$ cat config.mk
export PLATFORM = sky130hd
export DESIGN_NAME = ntr_cmd_queue
export DESIGN_NICKNAME = d
export VERILOG_FILES = /design/src/rtl/ntr_cmd_queue.sv
export SDC_FILE = /design/constraint.sdc
export NUM_CORES = 1
export LEC_CHECK = 0
export ABC_CLOCK_PERIOD_IN_PS = 3600
export CORE_ASPECT_RATIO = 0.8
export CORE_MARGIN = 4
export CORE_UTILIZATION = 40
export CTS_BUF_LIST = sky130_fd_sc_hd__clkbuf_2 sky130_fd_sc_hd__clkbuf_4 sky130_fd_sc_hd__clkbuf_8
export CTS_CLUSTER_DIAMETER = 100
export DETAILED_ROUTE_END_ITERATION = 16
export DONT_BUFFER_PORTS = 1
export PLACE_DENSITY = 0.6
export RECOVER_POWER = 100
export SYNTH_ARGS = -nofsm -noshare
export SYNTH_HDL_FRONTEND = slang
export SYNTH_SLANG_ARGS = --single-unit
$ cat constraint.sdc
create_clock -name clk -period 3.6 [get_ports clk]
set_clock_uncertainty 0.1 [all_clocks]
set_input_delay 0.72 -clock clk [delete_from_list [all_inputs] [get_ports clk]]
set_output_delay 0.72 -clock clk [all_outputs]
set_load 0.01 [all_outputs]
$ cat src/rtl/ntr_cmd_queue.sv
// ntr_cmd_queue: synchronises ntr_ready, latches each command once, runs LED commands
// locally and queues all others in a FWFT FIFO. Optional counters: NTR_CMD_STATS_EN.
module ntr_cmd_queue #(
    parameter int unsigned DEPTH      = 4,
    parameter logic [7:0]  LED_OPCODE = 8'hFF,
    parameter int unsigned LED_BIT    = 56
) (
    input  logic                   clk,
    input  logic                   rst,
    input  logic [63:0]            ntr_command,
    input  logic                   ntr_ready,
    output logic [63:0]            cmd_data,
    output logic                   cmd_valid,
    input  logic                   cmd_pop,
    output logic [$clog2(DEPTH):0] fifo_level,
    output logic                   led,
    output logic                   overflow,
    input  logic                   clear_overflow,
    output logic [15:0]            cmd_total,
    output logic [7:0]             cmd_dropped
);
    localparam int unsigned PW       = $clog2(DEPTH);
    localparam logic [PW:0] LVL_FULL = (PW+1)'(DEPTH);

    typedef enum logic [1:0] {
        S_WAIT_LOW,
        S_WAIT_RDY,
        S_CAPTURE,
        S_DISPATCH
    } state_t;

    state_t        state;
    logic          rdy_meta;
    logic          rdy_s;
    logic [63:0]   hold_reg;
    logic [63:0]   mem [DEPTH];
    logic [PW-1:0] wr_ptr;
    logic [PW-1:0] rd_ptr;
    logic [PW:0]   level;
    logic          dispatch;
    logic          is_led;
    logic          space;
    logic          push;
    logic          pop;
    logic          drop;

    always_ff @(posedge clk) begin
        if (rst) begin
            rdy_meta <= 1'b0;
            rdy_s    <= 1'b0;
        end else begin
            rdy_meta <= ntr_ready;
            rdy_s    <= rdy_meta;
        end
    end

    assign dispatch = (state == S_DISPATCH);
    assign is_led   = (hold_reg[7:0] == LED_OPCODE);
    assign pop      = cmd_pop && (level != '0);
    // A full FIFO still accepts the write when the head is popped in the same cycle.
    assign space    = (level < LVL_FULL) || cmd_pop;
    assign push     = dispatch && !is_led && space;
    assign drop     = dispatch && !is_led && !space;

    always_ff @(posedge clk) begin
        if (rst) begin
            state    <= S_WAIT_LOW;
            hold_reg <= '0;
            led      <= 1'b0;
            overflow <= 1'b0;
        end else begin
            case (state)
                S_WAIT_LOW: if (!rdy_s) state <= S_WAIT_RDY;
                S_WAIT_RDY: if (rdy_s) state <= S_CAPTURE;
                S_CAPTURE: begin
                    hold_reg <= ntr_command;
                    state    <= S_DISPATCH;
                end
                S_DISPATCH: begin
                    if (is_led) led <= hold_reg[LED_BIT];
                    state <= S_WAIT_LOW;
                end
                default: state <= S_WAIT_LOW;
            endcase
            if (drop)
                overflow <= 1'b1;
            else if (clear_overflow)
                overflow <= 1'b0;
        end
    end

    always_ff @(posedge clk) begin
        if (rst) begin
            wr_ptr <= '0;
            rd_ptr <= '0;
            level  <= '0;
        end else begin
            if (push) wr_ptr <= wr_ptr + 1'b1;
            if (pop)  rd_ptr <= rd_ptr + 1'b1;
            if (push && !pop)
                level <= level + 1'b1;
            else if (pop && !push)
                level <= level - 1'b1;
        end
    end

    always_ff @(posedge clk) begin
        if (push) mem[wr_ptr] <= hold_reg;
    end

    assign cmd_valid  = (level != '0);
    assign cmd_data   = cmd_valid ? mem[rd_ptr] : '0;
    assign fifo_level = level;

`ifdef NTR_CMD_STATS_EN
    logic [15:0] total_q;
    logic [7:0]  dropped_q;

    always_ff @(posedge clk) begin
        if (rst) begin
            total_q   <= '0;
            dropped_q <= '0;
        end else begin
            if (dispatch) total_q <= total_q + 16'd1;
            if (drop && (dropped_q != '1)) dropped_q <= dropped_q + 8'd1;
        end
    end

    assign cmd_total   = total_q;
    assign cmd_dropped = dropped_q;
`else
    assign cmd_total   = '0;
    assign cmd_dropped = '0;
`endif

endmodule

# == After elaboration in Yosys (flattened, before gate mapping) ==
# Memory sizes are Yosys's and may differ from the RTL's. A register that Yosys moved wholly into a read port is not among the register bits.
# Index checks and enable logic that the tools add are counted.
# totals
reg_bits,77
mem_count,1
mem_bits_rw,256
input_bits,69
# op_classes
n_mux,12
n_eq_ne,6
n_addsub,4
n_reduce_logical,17
n_lt_le_gt_ge,1
# mem_list
name,depth,width,rd,rd_clocked_by_memory_dff,wr,line_no,rtl
mem,4,64,1,1,1,36,logic [63:0] mem [DEPTH];
# op_table
op,n
$mux 64,1
$eq 8x8->1 const B,1
$mux 2,4
$pmux 2 s4,1
$logic_and 1x1->1,6
$mux 3,2
$add 2x1->2 const B,2
$eq 2x2->1 const B,2
$logic_not 1->1,4
$mux 1,4
$ne 2x2->1 const B,2
$reduce_and 2->1,2
$reduce_bool 2->1,2
$add 3x1->3 const B,1
$lt 3x3->1 const B,1
$reduce_bool 3->1,1
$sub 3x1->3 const B,1
$eq 2x1->1 const B,1
$logic_not 2->1,1
$logic_or 1x1->1,1

# == Longest topological paths before layout ==
# Gate-level depths: netlist of run 1.
# depth
ltp_word,8
ltp_mapped,9

# == Worst setup path before layout of run 1 ==
# OpenSTA, ideal clock, no wires.
# synth_timing
kind,input to register
startpoint,input port cmd_pop
endpoint,"memory mem[0][0], enable pin"
arrival_time_ns,2.605
path_buffers,0
cell_stages,3
slack_ns,0.466
setup_ns,0.429
cell_sequence,nor2b_1 -> a211oi_4 -> and2_1
# synth_via
elab_chain_cells,4
# synth_lines
item,line_no,rtl
"start, declared",14,"input logic cmd_pop,"
$logic_or 1x1->1,61,assign space = (level < LVL_FULL) || cmd_pop;
$logic_and 1x1->1,62,assign push = dispatch && !is_led && space;
named net push,43,logic push;
$mux 1,108,if (push) mem[wr_ptr] <= hold_reg;
$mux 1 (implied by the code),108,
"end, declared",36,
# The timed path passes the listed nets, and every way through them passes these cells.

# == Final worst setup path of run 1 ==
# layout_timing
startpoint,register level[1] (netlist: fifo_level[1])
endpoint,output port cmd_data[60]
# layout_via
elab_chain_cells,2
# layout_lines
item,line_no,rtl
"start, declared",39,logic [PW:0] level;
"start signal, assigned",101,level <= level + 1'b1;
"start signal, assigned",103,level <= level - 1'b1;
$reduce_bool 3->1,111,assign cmd_valid = (level != '0);
named net cmd_valid,13,"output logic cmd_valid,"
$mux 64,112,assign cmd_data = cmd_valid ? mem[rd_ptr] : '0;
"end, declared",12,"output logic [63:0] cmd_data,"
# The timed path passes the listed nets, and every way through them passes these cells.

==> impl_metrics.ini, run 1 <==
[clock_tree]
postCtsHoldBufs = 0
clock_sinks = 335
path_clk_slew_ns = 0.06
clk_path_buf_depth = 3
h-tree-depth = 2
root_buffer = clkbuf_8
post_cts_buffers = 0
clock_latency_ns = 0.57
cts_tree = done
ctsResizeCount = 0
numCtsBuffers = 53

[worst_setup_path]
worst_setup_path_start_kind = register
path_max_fanout = 35
r2r-end = mem[2][9]
reg2reg_depth = 5
cp-end-kind = output port
critPathLaunch = fifo_level[1]
rr_startpoint = state[0]
worstPathRequired_ns = 2.78
crit_type = reg2out
r2r_slack_ns = 0.38
worst_ep_arrival_time_ns = 2.42

[route]
via_per_inst = 5.02
wl_per_cell_um = 21.6
drt_iter0_markers = 333
routed_wl_mm = 26.3
vias = 6092
drt.antenna.violating_nets = 0
drt_first_pass_iters = 4
drc = 0

[timing]
rsz0062_at_grt = false
finalSetupViolations = 0
slew_headroom = 0.124
fin_ws_ns = 0.357
period_minus_slack_ns = 3.24
final_hold_viol_count = 0
post-route-period-util = 0.901
fmax_mhz = 308
worst_pin_slew_ns = 1.31
tns_ns = 0
slew_violations = 0

[grt]
grt_max_degree = 81
grt_pass1_vias = 6624
grt-ovfl-total = 0
track_usage = 0.148
grt_pass1_wl_mm = 40.2
antenna_found_initial = 2

[synth]
ys.flop_type = edfxtp_1
synth_edf_count = 256
synth.most_common_cell = edfxtp_1
synth-seq-cells = 335
synth_mux_area_frac = 0.166
synth-async-reset-ratio = 0
synth_top_family_by_area = multiplexers
synth_fa_ha_area_frac = 0.0112
synth_compound_area_frac = 0.00609
synth_top_area_cell = edfxtp_1
synth-simple-area-share = 0.0610
synth_top_area_share = 0.594
ys_seq_area_frac = 0.717
synth_top_cells_by_count = edfxtp_1, dfxtp_1, nor2_1
synthCells = 716
yosys-top-cells-area = edfxtp_1, dfxtp_1, mux4_2, mux2i_1, and2_1
ys_warn_count = 0
synth.distinct_cells = 31
synth_area_um2 = 12900
syn_avg_cell_area_um2 = 18.1
synthXorXnorAreaFrac = 0.00271

[placed_design]
dpl_worst_slack_ns = 0.934
io_buffers = 0
dp_hpwl_mm = 15.5
post_dp_cell_area_um2 = 13300
gp_congestion = 0.707

[power]
ir_worst_vdd_uv = 302
combPwrFrac = 0.194
swShare = 0.275
p_int_mw = 7.64
cellLeakagePower_nw = 4.74
p_sw_mw = 2.90
power_frac_seq = 0.466
p_per_area_nw_per_um2 = 727
clkPwrFrac = 0.339

[hold_path]
min_from = rst
hold_path_depth = 1
holdPathEnd = overflow
hold_class = in2reg

[finish]
final_nets = 827
largest_reg_flops = 256
final_area_um2 = 14500
layout-drive-gt1-share = 0.218
syn_to_final_growth_pct = 12.0
fillers = 2745

[die]
die_y_um = 169
rows = 58
core_area_um2 = 31600
io_pins = 163
dieArea_um2 = 35300
initial_utilization = 0.409
die_x_um = 209

[status]
status = finished clean

[run]
cap_violations = 0
-- area by class of cell --
cell class | instances | area [um2] | share of cell area
Tap cell | 420 | 526 | 0.0363
Inverter | 6 | 22.5 | 0.00155
Multi-Input combinational cell | 337 | 3280 | 0.227
Sequential cell | 335 | 9280 | 0.640
Clock inverter | 20 | 218 | 0.0150
Timing Repair Buffer | 14 | 165 | 0.0114
Clock buffer | 80 | 995 | 0.0687
Antenna cell | 1 | 2.50 | 0.000173
-- worst max-delay path by stage --
stage,endpoint,slack (ns)
4_1_cts,cmd_data[57],0.28
2_1_floorplan,mem[0][0],0.47
3_5_place_dp,cmd_data[57],0.93
6_report,cmd_data[60],0.36
5_1_grt,mem[2][3],0.12
3_3_place_gp,cmd_data[0],0.96
-- stage by stage --
stage | std cells | power [mW] | utilization | hold WS (ns)
after floorplan | 739 | 6.66 | - | 0.314
after global placement | 1112 | 7.06 | 0.421 | 0.345
after detailed placement | 1112 | 7.13 | 0.421 | 0.334
after CTS | 1212 | 10.8 | 0.460 | 0.0510
after global routing | 1212 | 11.1 | 0.458 | 0.0454
final | 1213 | 10.5 | 0.458 | 0.112
-- power groups by stage --
stage | clock network (mW) | logic, mW | registers [mW]
after floorplan | 0 | 1.86 | 4.80
after global placement | 0 | 2.10 | 4.97
after detailed placement | 0 | 2.12 | 5.01
after CTS | 3.69 | 2.13 | 4.93
after global routing | 3.88 | 2.25 | 4.97
final | 3.58 | 2.05 | 4.91
-- kinds of logic after synthesis --
kind of cell | Yosys count
AO/OA/AOI/OAI | 10
XOR/XNOR | 4
adder cells (fa/ha/maj) | 11
buffers and inverters | 67
flip-flops | 335
multiplexers | 133
other | 1
AND/OR/NAND/NOR | 155
-- worst max-delay path, stage by stage, from the launching register on --
cell,delay (ns)
dfxtp_1,0.44
or3_2,0.84
buf_12,0.30
and2_0,0.24
-- placed cells by master (no fill, tap or decap), drive strengths merged, types with 2 or more instances in the layout --
cell type    n
nand2b       3
nor2b        3
a21oi        3
clkinv      14
edfxtp     256
nand4        3
a211oi       2
dfxtp       79
nor2        74
inv          6
mux2i       68
and4         2
mux4        64
buf          9
or3          2
and2        68
clkbuf      85
conb        24
xor2         4
bufinv       5
o31ai        2
ha          10
-- per-layer routing --
layer | track usage | part of all wire
met3 | 0.0519 | 0.066
met2 | 0.241 | 0.49
met1 | 0.190 | 0.42
met5 | 0 | 0.0011
met4 | 0.0414 | 0.018
Note: power is estimated with default switching activity, not from simulation.
==> run 2: changes to the inputs <==
- ABC_CLOCK_PERIOD_IN_PS: 3600 -> 3200
- clock period: 3.6 -> 3.2 ns (I/O delays scaled with it)
==> run 2 against run 1 <==
  * Worst setup slack worse by 0.14 ns
  * Highest routed layer unchanged
  * First-iteration DRC count down 4.8%
  * Sequential power up 11%
  * Final cell count up 0.33%
  * Global-route usage up 0.19 points
  * Critical path depth unchanged
  * Non-clock buffer count up 8
  * Power up 9.2%
  * Largest cell class unchanged
  * Cell area down 0.56%
  * Largest power group unchanged
  * Utilization down 0.26 points
==> impl_metrics.ini, run 2 (synthesized netlist as in run 1, its figures left out) <==
[finish]
syn_to_final_growth_pct = 11.4
final_common_cell = edfxtp_1
final_cell_mix = edfxtp_1, dfxtp_1, nor2_1
multi_input_area_um2 = 3300
antenna_cells = 0
final_nets = 835
regArea_um2 = 9280
largest_reg_flops = 256
fillers = 2756
layout-drive-gt1-share = 0.221
fin_cells = 1217

[route]
drt_first_pass_iters = 4
wl_per_cell_um = 22.0
vias = 6162
drt.antenna.violating_nets = 0
routed_wl_mm = 26.8
drt_iter0_markers = 317
drc = 0
via_per_inst = 5.06

[worst_setup_path]
worst_ep_arrival_time_ns = 2.25
cp_cell_sequence = or3_2, clkbuf_4, and2_1
cp_num_buf_inv = 1
crit_type = reg2out
path_max_fanout = 37
path_depth = 3
worst_setup_path_start_kind = register
critPathSlowestCell = or3_2
cp-end-kind = output port
worstPathRequired_ns = 2.46
reg2reg_depth = 5
cpPeakStageDelay_ns = 0.54
crit_family = simple AND/OR/NAND/NOR gates

[power]
p_per_area_nw_per_um2 = 798
power_mw = 11.5
cellLeakagePower_nw = 4.73
ir_worst_vdd_uv = 374

[grt]
antenna_found_initial = 1
track_usage = 0.150
grt_pass1_wl_mm = 40.8
grt-ovfl-total = 0
grt_max_degree = 68
grt_pass1_vias = 6766

[clock_tree]
clock_sinks = 335
post_cts_buffers = 0
cts_tree = done
numCtsBuffers = 53
root_buffer = clkbuf_8
h-tree-depth = 2
clk_path_buf_depth = 3
clock_latency_ns = 0.56
path_clk_slew_ns = 0.06

[placed_design]
dp_hpwl_mm = 16.0
gp_congestion = 0.696
dp_cells = 1117
io_buffers = 0

[die]
core_area_um2 = 31600
io_pins = 163
dieArea_um2 = 35300
die_x_um = 209
die_y_um = 169
initial_utilization = 0.409
rows = 58

[timing]
tns_ns = 0
period_minus_slack_ns = 2.99
post-route-period-util = 0.933
rsz0062_at_grt = false
slew_headroom = 0.101
final_hold_viol_count = 0
finalSetupViolations = 0
slew_violations = 0
worst_pin_slew_ns = 1.35
fmax_mhz = 335

[run]
cap_violations = 0

[hold_path]
hold_class = in2reg
hold_path_depth = 1

[status]
status = finished clean
==> run 2: area by class of cell <==
type	instances	share of cell area
Clock buffer	80	0.0686
Clock inverter	17	0.00712
Inverter	6	0.00156
Multi-Input combinational cell	337	0.229
Sequential cell	335	0.644
Tap cell	420	0.0365
Timing Repair Buffer	22	0.0136
==> run 2: per-layer routing <==
layer,wire length (um),GRT usage
met1,11700,0.191
met2,13000,0.251
met3,1560,0.0441
met4,516,0.0459
met5,9,0
==> run 2: path summary, 6_finish.rpt <==
kind                       from      endpoint  slack (ns)
setup / recovery  fifo_level[1]  cmd_data[25]        0.21
hold / removal              rst  hold_reg[10]        0.06
setup reg to reg       state[1]    mem[1][53]        0.33
hold reg to reg        rdy_meta         rdy_s        0.36
==> run 2: timing repair <==
action	CTS	global route
hold endpoints to repair	14	5
hold buffers	2	1
gates resized for setup	0	0
==> run 2: power breakdown <==
group	internal, mW	switching, mW	leakage (nW)
Combinational	1.06	1.36	1.12
Sequential	5.14	0.290	3.02
Clock	2.05	1.59	0.591
==> run 2: through the flow <==
step	utilization	area (um2)	hold slack, ns	setup slack [ns]
5_1_grt	0.455	14400	0.00148	0.0963
2_1_floorplan	-	13000	0.314	0.146
3_5_place_dp	0.423	13400	0.341	0.554
4_1_cts	0.458	14500	0.0000671	0.238
6_report	0.455	14400	0.0562	0.214
3_3_place_gp	0.423	13400	0.341	0.701
==> run 3: changes to the inputs <==
- GPL_TIMING_DRIVEN: not set -> 0
==> run 3 against run 2 <==
  * Final cell count is 3.5% higher
  * Critical path depth is 1 higher
  * Via count is 0.44% lower
  * Clock-buffer cell count is 2 higher
  * First-iteration DRC count is 6.9% lower
  * Utilization is 0.69 points higher
  * Clock power is 4% lower
  * Fmax is 0.66% lower
  * Cell area is 1.5% higher
  * Sequential power hardly changed
  * Largest cell class unchanged
==> impl_metrics.ini, run 3 (synthesized netlist as in run 1, its figures left out) <==
[timing]
finalSetupViolations = 0
rsz0062_at_grt = false
period_minus_slack_ns = 3.01
worst_pin_slew_ns = 0.943
slew_headroom = 0.372
fmax_mhz = 333
post-route-period-util = 0.939
final_hold_viol_count = 0
slew_violations = 0
tns_ns = 0

[finish]
antenna_cells = 0
largest_reg_flops = 256
final_common_cell = edfxtp_1
syn_to_final_growth_pct = 13.1
final_nets = 878
layout-drive-gt1-share = 0.241
fin_cells = 1259
final_cell_mix = edfxtp_1, dfxtp_1, nor2_1
final_area_um2 = 14600

[route]
via_per_inst = 4.87
drt_first_pass_iters = 4
drc = 0
vias = 6135
drt.antenna.violating_nets = 0
wl_per_cell_um = 21.2
drt_iter0_markers = 295
routed_wl_mm = 26.7

[placed_design]
dp_hpwl_mm = 16.5
post_dp_cell_area_um2 = 13700
gp_congestion = 0.710
io_buffers = 0
dp_cells = 1163

[clock_tree]
path_clk_slew_ns = 0.06
clk_path_buf_depth = 3
post_cts_buffers = 0
clock_sinks = 335
h-tree-depth = 2
numCtsBuffers = 53
cts_tree = done
clock_latency_ns = 0.56
root_buffer = clkbuf_8

[die]
core_area_um2 = 31600
initial_utilization = 0.409
dieArea_um2 = 35300
rows = 58
die_x_um = 209
io_pins = 163
die_y_um = 169

[grt]
antenna_found_initial = 1
grt_max_degree = 47
track_usage = 0.150
grt_pass1_wl_mm = 40.3
grt_pass1_vias = 6381
grt-ovfl-total = 0

[run]
cap_violations = 0

[power]
cellLeakagePower_nw = 4.88
ir_worst_vdd_uv = 399
p_per_area_nw_per_um2 = 785
power_mw = 11.5

[worst_setup_path]
worstPathRequired_ns = 2.46
worst_ep_arrival_time_ns = 2.27
crit_type = reg2out
cp-end-kind = output port
worst_setup_path_start_kind = register
reg2reg_depth = 5
path_max_fanout = 10

[hold_path]
hold_class = in2reg
hold_path_depth = 2

[status]
status = finished clean
==> run 3: cell count changes in the layout (fill, tap and decap cells not counted), moves of 5 or more <==
cell,change
and2_0,+9
and2_1,-10
buf_2,+5
buf_4,+21
clkbuf_1,+15
clkbuf_4,+5
clkbuf_8,-5
==> run 3: stage by stage <==
| step | setup WS, ns | hold slack, ns | utilization |
|---|---|---|---|
| after global routing | 0.0332 | 0.0803 | 0.462 |
| after detailed placement | 0.298 | 0.327 | 0.432 |
| final | 0.194 | 0.120 | 0.462 |
| after floorplan | 0.146 | 0.314 | - |
| after global placement | -1.56 | 0.332 | 0.428 |
| after CTS | 0.0168 | 0.0601 | 0.465 |
==> run 3: area by class of cell <==
cell class	instances	area [um2]
Buffer	61	439
Clock buffer	82	972
Clock inverter	14	63.8
Fill cell	2753	17000
Inverter	6	22.5
Multi-Input combinational cell	337	3290
Sequential cell	335	9270
Tap cell	420	526
Timing Repair Buffer	4	41.3
==> run 3: power breakdown <==
| part | internal (mW) | switching [mW] |
|---|---|---|
| logic | 1.17 | 1.42 |
| clock network | 1.93 | 1.56 |
| registers | 5.14 | 0.268 |
| total | 8.23 | 3.25 |
==> run 3: final timing paths <==
check                       start  slack, ns           end
hold / removal    ntr_command[58]       0.12  hold_reg[58]
hold reg to reg          rdy_meta       0.34         rdy_s
setup reg to reg         state[0]       0.30    mem[2][49]
setup / recovery    fifo_level[0]       0.19  cmd_data[15]
==> run 3: critical path, stage by stage, from the launching register on <==
cell and delay (ns):
dfxtp_1 0.42, or3_1 0.43, clkbuf_2 0.29, clkbuf_2 0.30
and2_0 0.26
==> run 3: per-layer routing <==
metal  global-route usage  routed length [um]  up-vias
li1                     -                   -     2835
met1                0.201               11800     3125
met2                0.238               12700      128
met3               0.0497                1720       45
met4               0.0374                 462        2
met5                    0                   7        -
==> run 3: repair_timing <==
item | CTS | global route
endpoints found under the setup margin | 50 | 17
hold buffers | 0 | 0
gates resized for setup | 3 | 4
